==> config.mk <==
export PLATFORM = sky130hd
export DESIGN_NAME = capture_thresh_loader_flat
export DESIGN_NICKNAME = d
export VERILOG_FILES = /design/src/rtl/capture_pkg.sv /design/src/rtl/capture_thresh_loader_if.sv /design/src/rtl/capture_edge_det.sv /design/src/rtl/capture_thresh_loader.sv /design/src/flat_wrapper.sv
export SDC_FILE = /design/constraint.sdc
export NUM_CORES = 1
export LEC_CHECK = 0
export BUFFER_PORTS_ARGS = -buffer_cell sky130_fd_sc_hd__buf_2
export CAP_MARGIN = 10
export CORE_ASPECT_RATIO = 1.2
export CORE_UTILIZATION = 37
export DETAILED_ROUTE_END_ITERATION = 12
export MAX_ROUTING_LAYER = met4
export PLACE_DENSITY_LB_ADDON = 0.05
export SYNTH_ARGS = -nofsm -noshare
export SYNTH_HDL_FRONTEND = slang
export SYNTH_SLANG_ARGS = --single-unit
==> constraint.sdc <==
create_clock -name user_clk -period 1.4 [get_ports user_clk]
set_input_delay 0.07 -clock user_clk [delete_from_list [all_inputs] [get_ports user_clk]]
set_output_delay 0.07 -clock user_clk [all_outputs]
set_load 0.02 [all_outputs]
==> src/rtl/capture_pkg.sv <==
// Shared definitions for the threshold loader: load_reg field map and controller states.
package capture_pkg;

    localparam int LD_BIT  = 31;
    localparam int BC_BIT  = 30;
    localparam int CLR_BIT = 29;
    localparam int CH_LSB  = 16;
    localparam int THR_LSB = 0;
    localparam int CH_FW   = 8;

    typedef enum logic [2:0] {
        IDLE,
        WAIT_SYNC,
        WRITE,
        SWEEP,
        TAIL
    } state_t;

    function automatic logic ch_in_range(input logic [CH_FW-1:0] ch, input int nch);
        return int'(ch) < nch;
    endfunction

endpackage

==> src/rtl/capture_thresh_loader_if.sv <==
// Command register, frame sync and threshold-RAM write port of the threshold loader.
interface capture_thresh_loader_if #(
    parameter int CH_W  = 8,
    parameter int THR_W = 16
);
    logic [31:0]      load_reg;
    logic             sync_in;
    logic             thr_we;
    logic [CH_W-1:0]  thr_addr;
    logic [THR_W-1:0] thr_data;
    logic             capture_hold;
    logic             busy;
    logic [15:0]      load_count;
    logic             err_overrun;
    logic             err_range;

    modport master (
        input  load_reg, sync_in,
        output thr_we, thr_addr, thr_data, capture_hold, busy,
        output load_count, err_overrun, err_range
    );

    modport slave (
        output load_reg, sync_in,
        input  thr_we, thr_addr, thr_data, capture_hold, busy,
        input  load_count, err_overrun, err_range
    );
endinterface

==> src/rtl/capture_edge_det.sv <==
// Rising-edge detector: registered previous value, combinational edge so the
// command can be acted on in the same cycle it is seen.
module capture_edge_det (
    input  logic clk,
    input  logic rst_n,
    input  logic din,
    output logic rise
);
    logic prev;

    always_ff @(posedge clk or negedge rst_n) begin
        if (!rst_n) prev <= 1'b0;
        else        prev <= din;
    end

    assign rise = din & ~prev;
endmodule

==> src/rtl/capture_thresh_loader.sv <==
// Sequences single-channel or broadcast threshold writes into the threshold RAM,
// optionally aligned to frame sync, holding capture off while the table changes.
module capture_thresh_loader
    import capture_pkg::*;
#(
    parameter int NCH        = 256,
    parameter int CH_W       = 8,
    parameter int THR_W      = 16,
    parameter int SYNC_ALIGN = 1,
    parameter int HOLD_TAIL  = 2   // must be >= 1
) (
    input  logic user_clk,
    input  logic user_rst_n,
    capture_thresh_loader_if.master bus
);
    localparam int TAIL_W = (HOLD_TAIL > 1) ? $clog2(HOLD_TAIL) : 1;
    localparam logic [CH_W-1:0]   LAST_ADDR = CH_W'(NCH - 1);
    localparam logic [TAIL_W-1:0] TAIL_LAST = TAIL_W'(HOLD_TAIL - 1);

    state_t             state;
    logic               load_edge;
    logic               clr_err;
    logic               bc_field;
    logic [CH_FW-1:0]   ch_field;
    logic [THR_W-1:0]   thr_field;
    logic               range_bad;
    logic               accept;
    logic               start;
    logic               unused_bits;

    logic               lat_bc;
    logic [CH_W-1:0]    lat_ch;
    logic [THR_W-1:0]   lat_thr;
    logic               cmd_bc;
    logic [CH_W-1:0]    cmd_ch;
    logic [THR_W-1:0]   cmd_thr;
    logic [TAIL_W-1:0]  tail_cnt;

    logic               we;
    logic [CH_W-1:0]    addr;
    logic [THR_W-1:0]   data;
    logic               hold;
    logic               busy;
    logic [15:0]        count;
    logic               ovr;
    logic               rng;

    capture_edge_det u_load_edge (
        .clk   (user_clk),
        .rst_n (user_rst_n),
        .din   (bus.load_reg[LD_BIT]),
        .rise  (load_edge)
    );

    assign clr_err     = bus.load_reg[CLR_BIT];
    assign bc_field    = bus.load_reg[BC_BIT];
    assign ch_field    = bus.load_reg[CH_LSB +: CH_FW];
    assign thr_field   = bus.load_reg[THR_LSB +: THR_W];
    assign unused_bits = ^bus.load_reg[28:24];

    assign range_bad = !bc_field && !ch_in_range(ch_field, NCH);
    assign accept    = load_edge && (state == IDLE) && !range_bad;
    // Writes begin straight from the register when unaligned, else from the latch at sync.
    assign start     = (accept && SYNC_ALIGN == 0) || (state == WAIT_SYNC && bus.sync_in);

    always_comb begin
        cmd_bc  = lat_bc;
        cmd_ch  = lat_ch;
        cmd_thr = lat_thr;
        if (state == IDLE) begin
            cmd_bc  = bc_field;
            cmd_ch  = CH_W'(ch_field);
            cmd_thr = thr_field;
        end
    end

    always_ff @(posedge user_clk or negedge user_rst_n) begin
        if (!user_rst_n) begin
            state    <= IDLE;
            lat_bc   <= 1'b0;
            lat_ch   <= '0;
            lat_thr  <= '0;
            tail_cnt <= '0;
            we       <= 1'b0;
            addr     <= '0;
            data     <= '0;
            hold     <= 1'b0;
            busy     <= 1'b0;
            count    <= '0;
            ovr      <= 1'b0;
            rng      <= 1'b0;
        end else begin
            // Clear first so a same-cycle error set takes priority.
            if (clr_err) begin
                ovr <= 1'b0;
                rng <= 1'b0;
            end
            if (load_edge && state != IDLE)             ovr <= 1'b1;
            if (load_edge && state == IDLE && range_bad) rng <= 1'b1;

            if (accept) begin
                lat_bc  <= bc_field;
                lat_ch  <= CH_W'(ch_field);
                lat_thr <= thr_field;
                busy    <= 1'b1;
            end

            if (start) begin
                state <= cmd_bc ? SWEEP : WRITE;
                we    <= 1'b1;
                addr  <= cmd_bc ? '0 : cmd_ch;
                data  <= cmd_thr;
                hold  <= 1'b1;
                busy  <= 1'b1;
            end else begin
                case (state)
                    IDLE: if (accept) state <= WAIT_SYNC;
                    WRITE, SWEEP: begin
                        if (state == WRITE || addr == LAST_ADDR) begin
                            we       <= 1'b0;
                            tail_cnt <= '0;
                            state    <= TAIL;
                        end else begin
                            addr <= addr + CH_W'(1);
                        end
                    end
                    TAIL: begin
                        if (tail_cnt == TAIL_LAST) begin
                            state <= IDLE;
                            hold  <= 1'b0;
                            busy  <= 1'b0;
                            count <= count + 16'd1;
                        end else begin
                            tail_cnt <= tail_cnt + TAIL_W'(1);
                        end
                    end
                    default: ;
                endcase
            end
        end
    end

    assign bus.thr_we       = we;
    assign bus.thr_addr     = addr;
    assign bus.thr_data     = data;
    assign bus.capture_hold = hold;
    assign bus.busy         = busy;
    assign bus.load_count   = count;
    assign bus.err_overrun  = ovr;
    assign bus.err_range    = rng;
endmodule

==> src/flat_wrapper.sv <==
// flat-port wrapper written by rule: the top's interface ports become plain ports
module capture_thresh_loader_flat import capture_pkg::*;
#(
    parameter int NCH        = 256,
    parameter int CH_W       = 8,
    parameter int THR_W      = 16,
    parameter int SYNC_ALIGN = 1,
    parameter int HOLD_TAIL  = 2                  
)
  (user_clk, user_rst_n, bus_load_reg, bus_sync_in, bus_thr_we, bus_thr_addr, bus_thr_data, bus_capture_hold, bus_busy, bus_load_count, bus_err_overrun, bus_err_range);
  capture_thresh_loader_if #(.CH_W(CH_W), .THR_W(THR_W)) bus_i ();
  input  logic user_clk;
  input  logic user_rst_n;
  input wire logic [$bits(bus_i.load_reg)-1:0] bus_load_reg;
  input wire logic [$bits(bus_i.sync_in)-1:0] bus_sync_in;
  output wire logic [$bits(bus_i.thr_we)-1:0] bus_thr_we;
  output wire logic [$bits(bus_i.thr_addr)-1:0] bus_thr_addr;
  output wire logic [$bits(bus_i.thr_data)-1:0] bus_thr_data;
  output wire logic [$bits(bus_i.capture_hold)-1:0] bus_capture_hold;
  output wire logic [$bits(bus_i.busy)-1:0] bus_busy;
  output wire logic [$bits(bus_i.load_count)-1:0] bus_load_count;
  output wire logic [$bits(bus_i.err_overrun)-1:0] bus_err_overrun;
  output wire logic [$bits(bus_i.err_range)-1:0] bus_err_range;
  assign bus_i.load_reg = bus_load_reg;
  assign bus_i.sync_in = bus_sync_in;
  assign bus_thr_we = bus_i.thr_we;
  assign bus_thr_addr = bus_i.thr_addr;
  assign bus_thr_data = bus_i.thr_data;
  assign bus_capture_hold = bus_i.capture_hold;
  assign bus_busy = bus_i.busy;
  assign bus_load_count = bus_i.load_count;
  assign bus_err_overrun = bus_i.err_overrun;
  assign bus_err_range = bus_i.err_range;
  capture_thresh_loader #(.NCH(NCH), .CH_W(CH_W), .THR_W(THR_W), .SYNC_ALIGN(SYNC_ALIGN), .HOLD_TAIL(HOLD_TAIL)) u_core (.user_clk(user_clk), .user_rst_n(user_rst_n), .bus(bus_i));
endmodule
==> summary.md, run 1 <==
The worst setup margin came out at -0.09196 ns. Critical path class: flop to flop. The tools report the placement-stage worst setup slack as -0.1839 ns.

The largest voltage drop on the vdd net is 0.0009077 V. The number of antenna repair diodes is 0. The highest attainable clock frequency is 0.6703 GHz, and the final routed wire length divided by cell count is 13.60 um. For the HPWL after detailed placement, the log shows 4.796 mm.

Along the worst path, the maximum fanout reaches 5. The count of input and output buffers is 73. The global-route track usage on met3 is 2.882%.

TritonCTS built the clock tree. Clock tree synthesis found a total of 74 sinks. After synthesis, the netlist uses 42 different library cells.

Across the whole layout, storage elements account for 1856 sq um. The tools report the final hold slack as 0.2128 ns. By count the netlist is led by 74 x dfrtp_1, 57 x nand2_1, 22 x mux2_2. Of the available clock period, the critical path in the final layout requires 106.6%. The first global-routing pass estimated 11.85 mm of wire. Setup repair after global routing could not meet its margin everywhere. After detailed routing, the number of remaining DRC violations is 0. The H-tree was split into 3 levels.

The number of nets produced by synthesis was 316. The post-detailed-route count of antenna-violating nets is 0, and the number of fillers in the final layout is 753. The run gives 44 as the total setup violations reported at the end of the flow. 80 I/O pins were placed. The count of nets after finishing was 461; the clock network fraction of total power was 17.8%.

The total die area was 8872 sq um; the total global-route track usage was 17.86%. The worst min-delay path class was primary input to flop. Each instance of the synthesized netlist takes up on average 11.27 sq um. The checks that failed: negative setup slack.

The run gives 30.59% as the met2 usage. Power spread over the standard cell area amounts to 1947 nW/um^2. Walking the worst path, the cells encountered are buf_6 > nor4bb_4 > buf_6 > nand3_2 > a22oi_2 > o2bb2a_4. The tools report the count of mapped cells out of synthesis as 279. The stage delay of the slowest cell on the critical path came out at 0.44 ns. The area growth from synthesis to layout is 49.74%. The run finished, with violations left.

Wires add up to 7.385 mm. The number of global-route vias before repair came out at 2,603. Counting cells, the worst reg-to-reg path comes to 6. The total congestion overflow was 0. The synthesized design contains 74 register bits. The maximum buffer depth of the clock tree was 2. Summed over all instances, the cell type with the most area after synthesis is dfrtp_1. For this block, the via count after detailed routing is 2,543. The gate family responsible for the most delay along the worst path is flip-flops. Tracing the worst setup path back leads to its startpoint at u_core.state[1]. Summing all multi-input logic gate instances after layout gives 1400 sq um. Clock latency on the worst-skew pair, taken at its later pin, is 0.34 ns. Summed over all nets, the switching power comes to 3.372 mW. Routability-driven placement finished with a final weighted congestion of 0.8187. The maximum number of pins on one net before global-route repair was 75. The kind of end point of the critical path is a flop. In this run the static leakage power is 2.341 nW.

In this run, CTS created clock tree buffers numbering 9. The sequential power share is 38.1%. Dominant cell by count in the synthesized netlist: dfrtp_1. The count of max-cap constraint violations is 0, and the share of the synthesized area in the top cell type is 58.89%.

Sorting the synthesized cells by area gives the leading types as dfrtp_1 59%, mux2_2 7.9%, nand2_1 6.8%, xnor2_1 3.9%, nand3_1 2.1%. Overall power consumption after layout is estimated at 9.168 mW. In the synthesized netlist the dominant register cell turns out to be dfrtp_1.

In this run the standard cell core region covers 8198 sq um. The mapped netlist covers 3144 sq um. The total of warnings raised by yosys was 0; the clock period minus worst slack was 1.492 ns.

The die is 86.15 um wide. Of the synthesized area, sequential elements account for 58.89%. The clock-pin transition on the worst setup and hold timing paths is 0.08 ns, and the final hold violation count is 0. For this configuration, the core starts out at a cell density of 38.35%.

The critical path contains buffers and inverters numbering 2 combined. For the global routing met1 resource utilization, the log shows 21.26%. In this run the most used layer during global routing was met2. The number of max-slew violations in the final report is 0, and the required arrival time at the worst endpoint is 1.68 ns.

The number of antenna violations at the first check in global routing came out at 0. In the final layout, the share of cells above drive strength 1 is 46.15%. The tools report the buffer type at the clock tree root as clkbuf_8.

Combinational cells account for 44.1% of the total power. The clock arrives with 0.01852 ns of skew. The cell at the slowest stage of the critical path was dfrtp_2. The worst hold path begins at bus_sync_in. The fraction of synthesis flops using an asynchronous set or reset pin came out at 100.0%.

Using the TritonRoute via totals, the vias-per-cell ratio works out to 4.683. The most common cell type on the critical path was buf_6. Row generation in the floorplan step produced 36 rows. The critical path runs through a total of 6 cells.

Along the worst hold path, the cell count comes to 4. The internal power of the cells totals 5.796 mW. The die is 103.0 um tall. The number of synthesized flops with an enable pin is 0, and the number of detailed-routing iterations run before antenna repair is 4. The initial detailed-routing violation count was 135.

The share of total power consumed by net switching works out to 36.78%. The worst register-to-register path begins at u_core.state[1]. The tools report the startpoint type of the worst setup path as a flop.

The arrival time of data at the critical path endpoint is 1.77 ns. Cells fill 57.43% of the core in the end.
## through the flow
stage / instances / TNS (ns) / cell area [sq um]
finish: 543 / -1.605 / 4708
global route: 543 / -5.352 / 4708
CTS: 538 / -2.074 / 4528
detailed placement: 492 / -4.917 / 4008
global placement: 492 / -3.355 / 4008
floorplan: 279 / -1.708 / 3269
## worst register-to-register path, stage by stage (launching register included)
cell	delay (ns)
dfrtp_2	0.44
buf_6	0.13
nor4bb_4	0.29
buf_6	0.16
nand3_2	0.10
a22oi_2	0.18
o2bb2a_4	0.14
## final timing paths
check,slack (ns),end
hold reg to reg,0.47,u_core.bus.thr_data[3]
hold / removal,0.21,u_core.state[1]
setup / recovery,-0.09,u_core.bus.thr_addr[5]
min in group asynchronous,0.28,u_core.u_load_edge.prev
max in group asynchronous,0.74,u_core.state[1]
setup reg to reg,-0.09,u_core.bus.thr_addr[5]
## logic make-up (layout without fill, tap and decap cells)
group,Yosys count,after routing,synth area share (%)
AO/OA/AOI/OAI,32,32,6.486
XOR/XNOR,18,18,5.014
adder cells (fa/ha/maj),2,2,0.7957
buffers and inverters,23,173,3.223
flip-flops,74,74,58.89
multiplexers,29,29,10.31
other,1,1,0.1193
AND/OR/NAND/NOR,100,100,15.16
## repair_timing
action                                  4_1_cts  5_1_grt
pin swaps                                    12       21
buffers inserted                              2        5
resized for setup                            12       32
endpoints found under the setup margin       61       67
hold buffers                                 28        0
hold endpoints to repair                    101        0
## final cells by class
class | count | share of cell area, %
clock buffers | 10 | 2.711
clock inverters | 6 | 1.382
inverters | 9 | 0.7972
multi-input cells | 182 | 29.74
flip-flops and latches | 74 | 39.41
well taps | 114 | 3.029
repair buffers | 148 | 22.93
## power groups by stage
stage	sequential, mW	clock [mW]	combinational (mW)
after detailed placement	3.51	0	3.59
after floorplan	4.01	0	1.63
final	3.50	1.63	4.04
after CTS	3.48	1.70	3.73
after global routing	3.61	1.78	4.44
after global placement	3.52	0	3.52
## layout by cell type, fill, tap and decap left out, types with 4 or more instances in the layout
master	netlist	routed
buf_2	9	72
dfrtp_1	74	71
nand2_1	57	51
buf_4	1	34
dlygate4sd3_1	0	28
mux2_2	22	22
xnor2_1	14	11
buf_6	0	11
clkbuf_8	0	9
a21oi_1	8	8
nand4_1	8	8
nand3_1	13	8
inv_1	9	7
nor2_1	6	6
nand2_2	1	5
mux2_4	0	5
o21ai_0	9	5
nand3_2	0	4
xor2_1	4	4
## state kept, by name, indices dropped and copies added, names as in the netlist
register,count
u_core.bus.thr_we,1
u_core.bus.thr_data,16
u_core.state,3
u_core.lat_ch,8
u_core.u_load_edge.prev,1
u_core.tail_cnt,1
u_core.lat_bc,1
u_core.bus.thr_addr,8
u_core.bus.load_count,16
u_core.lat_thr,16
u_core.bus.busy,1
u_core.bus.err_overrun,1
u_core.bus.capture_hold,1
## layer usage
layer	part of all wire, %	up-vias
met3	2.9	15
li1	-	1246
met1	44	1223
met4	2.2	0
met2	51	59
met5	0	-
Note: power is estimated with default switching activity, not from simulation.
==> inputs of run 2 (changes only) <==
PLACE_DENSITY_LB_ADDON = 0.08   (was 0.05)
==> summary.md, run 2 (synthesized netlist as in run 1, its figures left out) <==
The clock latency at the later pin of the worst-skew pair is 0.34 ns (about the same). The total congestion overflow is 0 (unchanged). The logs give 0 (unchanged) for the count of max-cap constraint violations and 494 (+0.41%) for the cell total after placement.

The highest attainable clock frequency is 0.6642 GHz (-0.90%). For this design, the slowest cell found on the critical path is dfrtp_2. The top cell types in the final layout, fill and taps aside, are 73 x buf_2, 70 x dfrtp_1, 35 x buf_4. The DRC violation count after routing was 0 (unchanged); the count of nets after finishing was 468 (+1.5%). The sequential power share was 36.8% (-1.3 points). TritonCTS built the clock tree. The share of post-route cells with drive strength above 1 is 52.75% (+6.6 points). The final hold violation count is 0 (unchanged).

The signal on the critical path passes through buf_6 > nor4bb_4 > buf_6 > buf_12 > clkbuf_16 > nand2_2 > nand2_1. For the starting density of the core, the log shows 38.35% (unchanged). The number of vias after detailed routing is 2,588 (+1.8%), and the share of total power consumed by net switching is 36.80% (about the same). The logs give 0 (unchanged) for the post-detailed-route count of antenna-violating nets and 3 (unchanged) for the level count of the clock H-tree. Final routed wire length divided by cell count: 13.98 um (+2.8%). The tools report the number of antenna repair diodes as 0 (unchanged).

The cell-internal power was 6.232 mW (+7.5%); the total setup violations reported at the end of the flow was 55 (+25%). The tools report the number of fillers in the final layout as 726 (-3.6%). The checks that failed: negative setup slack. The fraction of power consumed by combinational cells was 45.0% (+0.9 points). The width of the chip is 86.15 um (unchanged). The maximum net fanout on the critical path is 8 (+3), and the count of standard-cell rows is 36 (unchanged). The root buffer cell chosen for the clock tree is clkbuf_8.

The placement-stage worst setup slack is -0.1724 ns (+0.01156 ns). The number of max-slew violations in the final report came out at 0 (unchanged). Compared with the post-synthesis result, the final layout area differs by 58.34%. The count of buffering cells on the critical path with inverters included works out to 4 (+2). The count of input and output buffers is 73 (unchanged), and the number of antenna violations at the first check in global routing is 0 (unchanged). The per-cell via count in the routed design was 4.705 (+0.47%); the sink count of the clock tree was 74 (unchanged). The run gives 1.79 ns (+0.02 ns) as the arrival time of data at the critical path endpoint. First-pass GRT wire length: 12.52 mm (+5.6%). The total net switching power was 3.629 mW (+7.6%). The kind of end point of the critical path was a flop. The maximum buffer depth of the clock tree is 2 (unchanged), and the required arrival time at the worst endpoint is 1.68 ns (about the same).

The count of pins on the block boundary is 80 (unchanged), and the number of global-route vias before repair is 2,681 (+3.0%). The area of the multi-input gates came out at 1525 sq um (+8.9%). The gate family responsible for the most delay along the worst path was buffers and inverters. Setup repair after global routing could not meet its margin everywhere. Maximum number of pins on one net before global-route repair: 32 (-57%). The total global-route track usage is 18.95% (+1.1 points).

The static power due to leakage came out at 2.477 nW (+5.8%). The run gives 7.689 mm (+4.1%) as the wire length after detailed routing. The HPWL after detailed placement is 5.132 mm (+7.0%), and the number of buffers created by CTS is 9 (unchanged). The run gives 4 (unchanged) as the number of detailed-routing iterations run before antenna repair. For the worst clock skew, the log shows 0.004294 ns (-0.01423 ns). Final core area utilization: 60.73% (+3.3 points). The height of the die was 103.0 um (unchanged); the non-filler instance count after layout was 550 (+1.3%). The clock-pin transition on the worst setup and hold timing paths is 0.07 ns (about the same). Initial detailed-routing violation count: 89 (-34%). The clock network fraction of total power is 18.2% (+0.4 points). The startpoint type of the worst setup path is a flop. The clock period minus worst slack is 1.506 ns (+0.01357 ns).

The most common cell type on the critical path was buf_6. The run finished, with violations left. The library cell used most frequently in the layout, excluding fill and tap cells, is buf_2.

The power density relative to cell area works out to 1981 nW/um^2 (+1.7%). The critical path class is flop to flop. The tools report the largest voltage drop on the vdd net as 0.0009581 V (+5.5%). The worst min-delay path class was primary input to async pin. The worst setup margin came out at -0.1055 ns (-0.01357 ns). Stage delay of the slowest cell on the critical path: 0.47 ns (+0.03 ns). The placeable core area came out at 8198 sq um (unchanged). The run gives 8872 sq um (unchanged) as the total die area.

The register cell area after layout is 1857 sq um (about the same), and the weighted congestion reported at the end of routability-driven placement is 0.7908 (-3.4%). The fraction of the cycle the final worst path needs works out to 107.5% (+0.97 points).
run 2: per-stage QoR:
stage / area (sq um) / hold slack, ns / TNS (ns) / total power, mW
final: 4979 / 0.2210 / -3.480 / 9.861
after global routing: 4979 / 0.2379 / -6.853 / 10.51
after CTS: 4700 / 0.1869 / -3.915 / 9.377
after detailed placement: 4060 / 0.05996 / -5.828 / 7.194
after global placement: 4060 / 0.05884 / -5.481 / 7.130
after floorplan: 3269 / -0.2256 / -1.708 / 5.645
run 2: final cells by class:
cell class	instances	area share, %
multi-input cells	182	30.64
well taps	114	2.865
clock buffers	13	3.594
flip-flops and latches	74	37.30
repair buffers	155	24.05
inverters	9	0.6786
clock inverters	3	0.8796
run 2: repair_timing:
| item | in CTS | in global routing |
|---|---|---|
| buffers inserted | 8 | 5 |
| hold buffers | 28 | 0 |
| setup endpoints to repair | 59 | 67 |
| pin swaps | 29 | 45 |
| gates cloned | 1 | 1 |
| gates resized for setup | 23 | 61 |
| endpoints found under the hold margin | 55 | 0 |
run 2: final timing paths:
path | startpoint | to | slack [ns] | cells after the start
worst max-delay path | u_core.state[2] | u_core.bus.thr_data[10] | -0.11 | 7
worst min-delay path | user_rst_n | u_core.bus.err_overrun | 0.22 | 2
worst max register to register | u_core.state[2] | u_core.bus.thr_data[10] | -0.11 | 7
worst min register to register | u_core.bus.thr_data[3] | u_core.bus.thr_data[3] | 0.47 | 2
max in group asynchronous | user_rst_n | u_core.bus.load_count[5] | 0.60 | 3
min in group user_clk | bus_sync_in | u_core.state[1] | 0.25 | 4
run 2: layer usage:
layer  vias to the layer above  global-route usage (%)  wire [um]
met1                      1269                   22.39       3315
met2                        50                   32.17       4043
met5                         -                       -          0
met4                         0                   6.538         96
li1                       1260                       -          -
met3                         9                   4.003        234
run 2: worst register-to-register path, delay by kind of cell (launching register included):
kind / cells / cell delay [ns]
simple gates: 3 / 0.37
flops: 1 / 0.47
buf+inv: 4 / 0.61
run 2: power by group through the flow:
stage	sequential, mW	clock [mW]	combinational (mW)
after CTS	3.51	1.86	4.00
after global routing	3.73	1.95	4.83
final	3.63	1.80	4.43
after detailed placement	3.52	0	3.67
after floorplan	4.01	0	1.63
after global placement	3.52	0	3.61
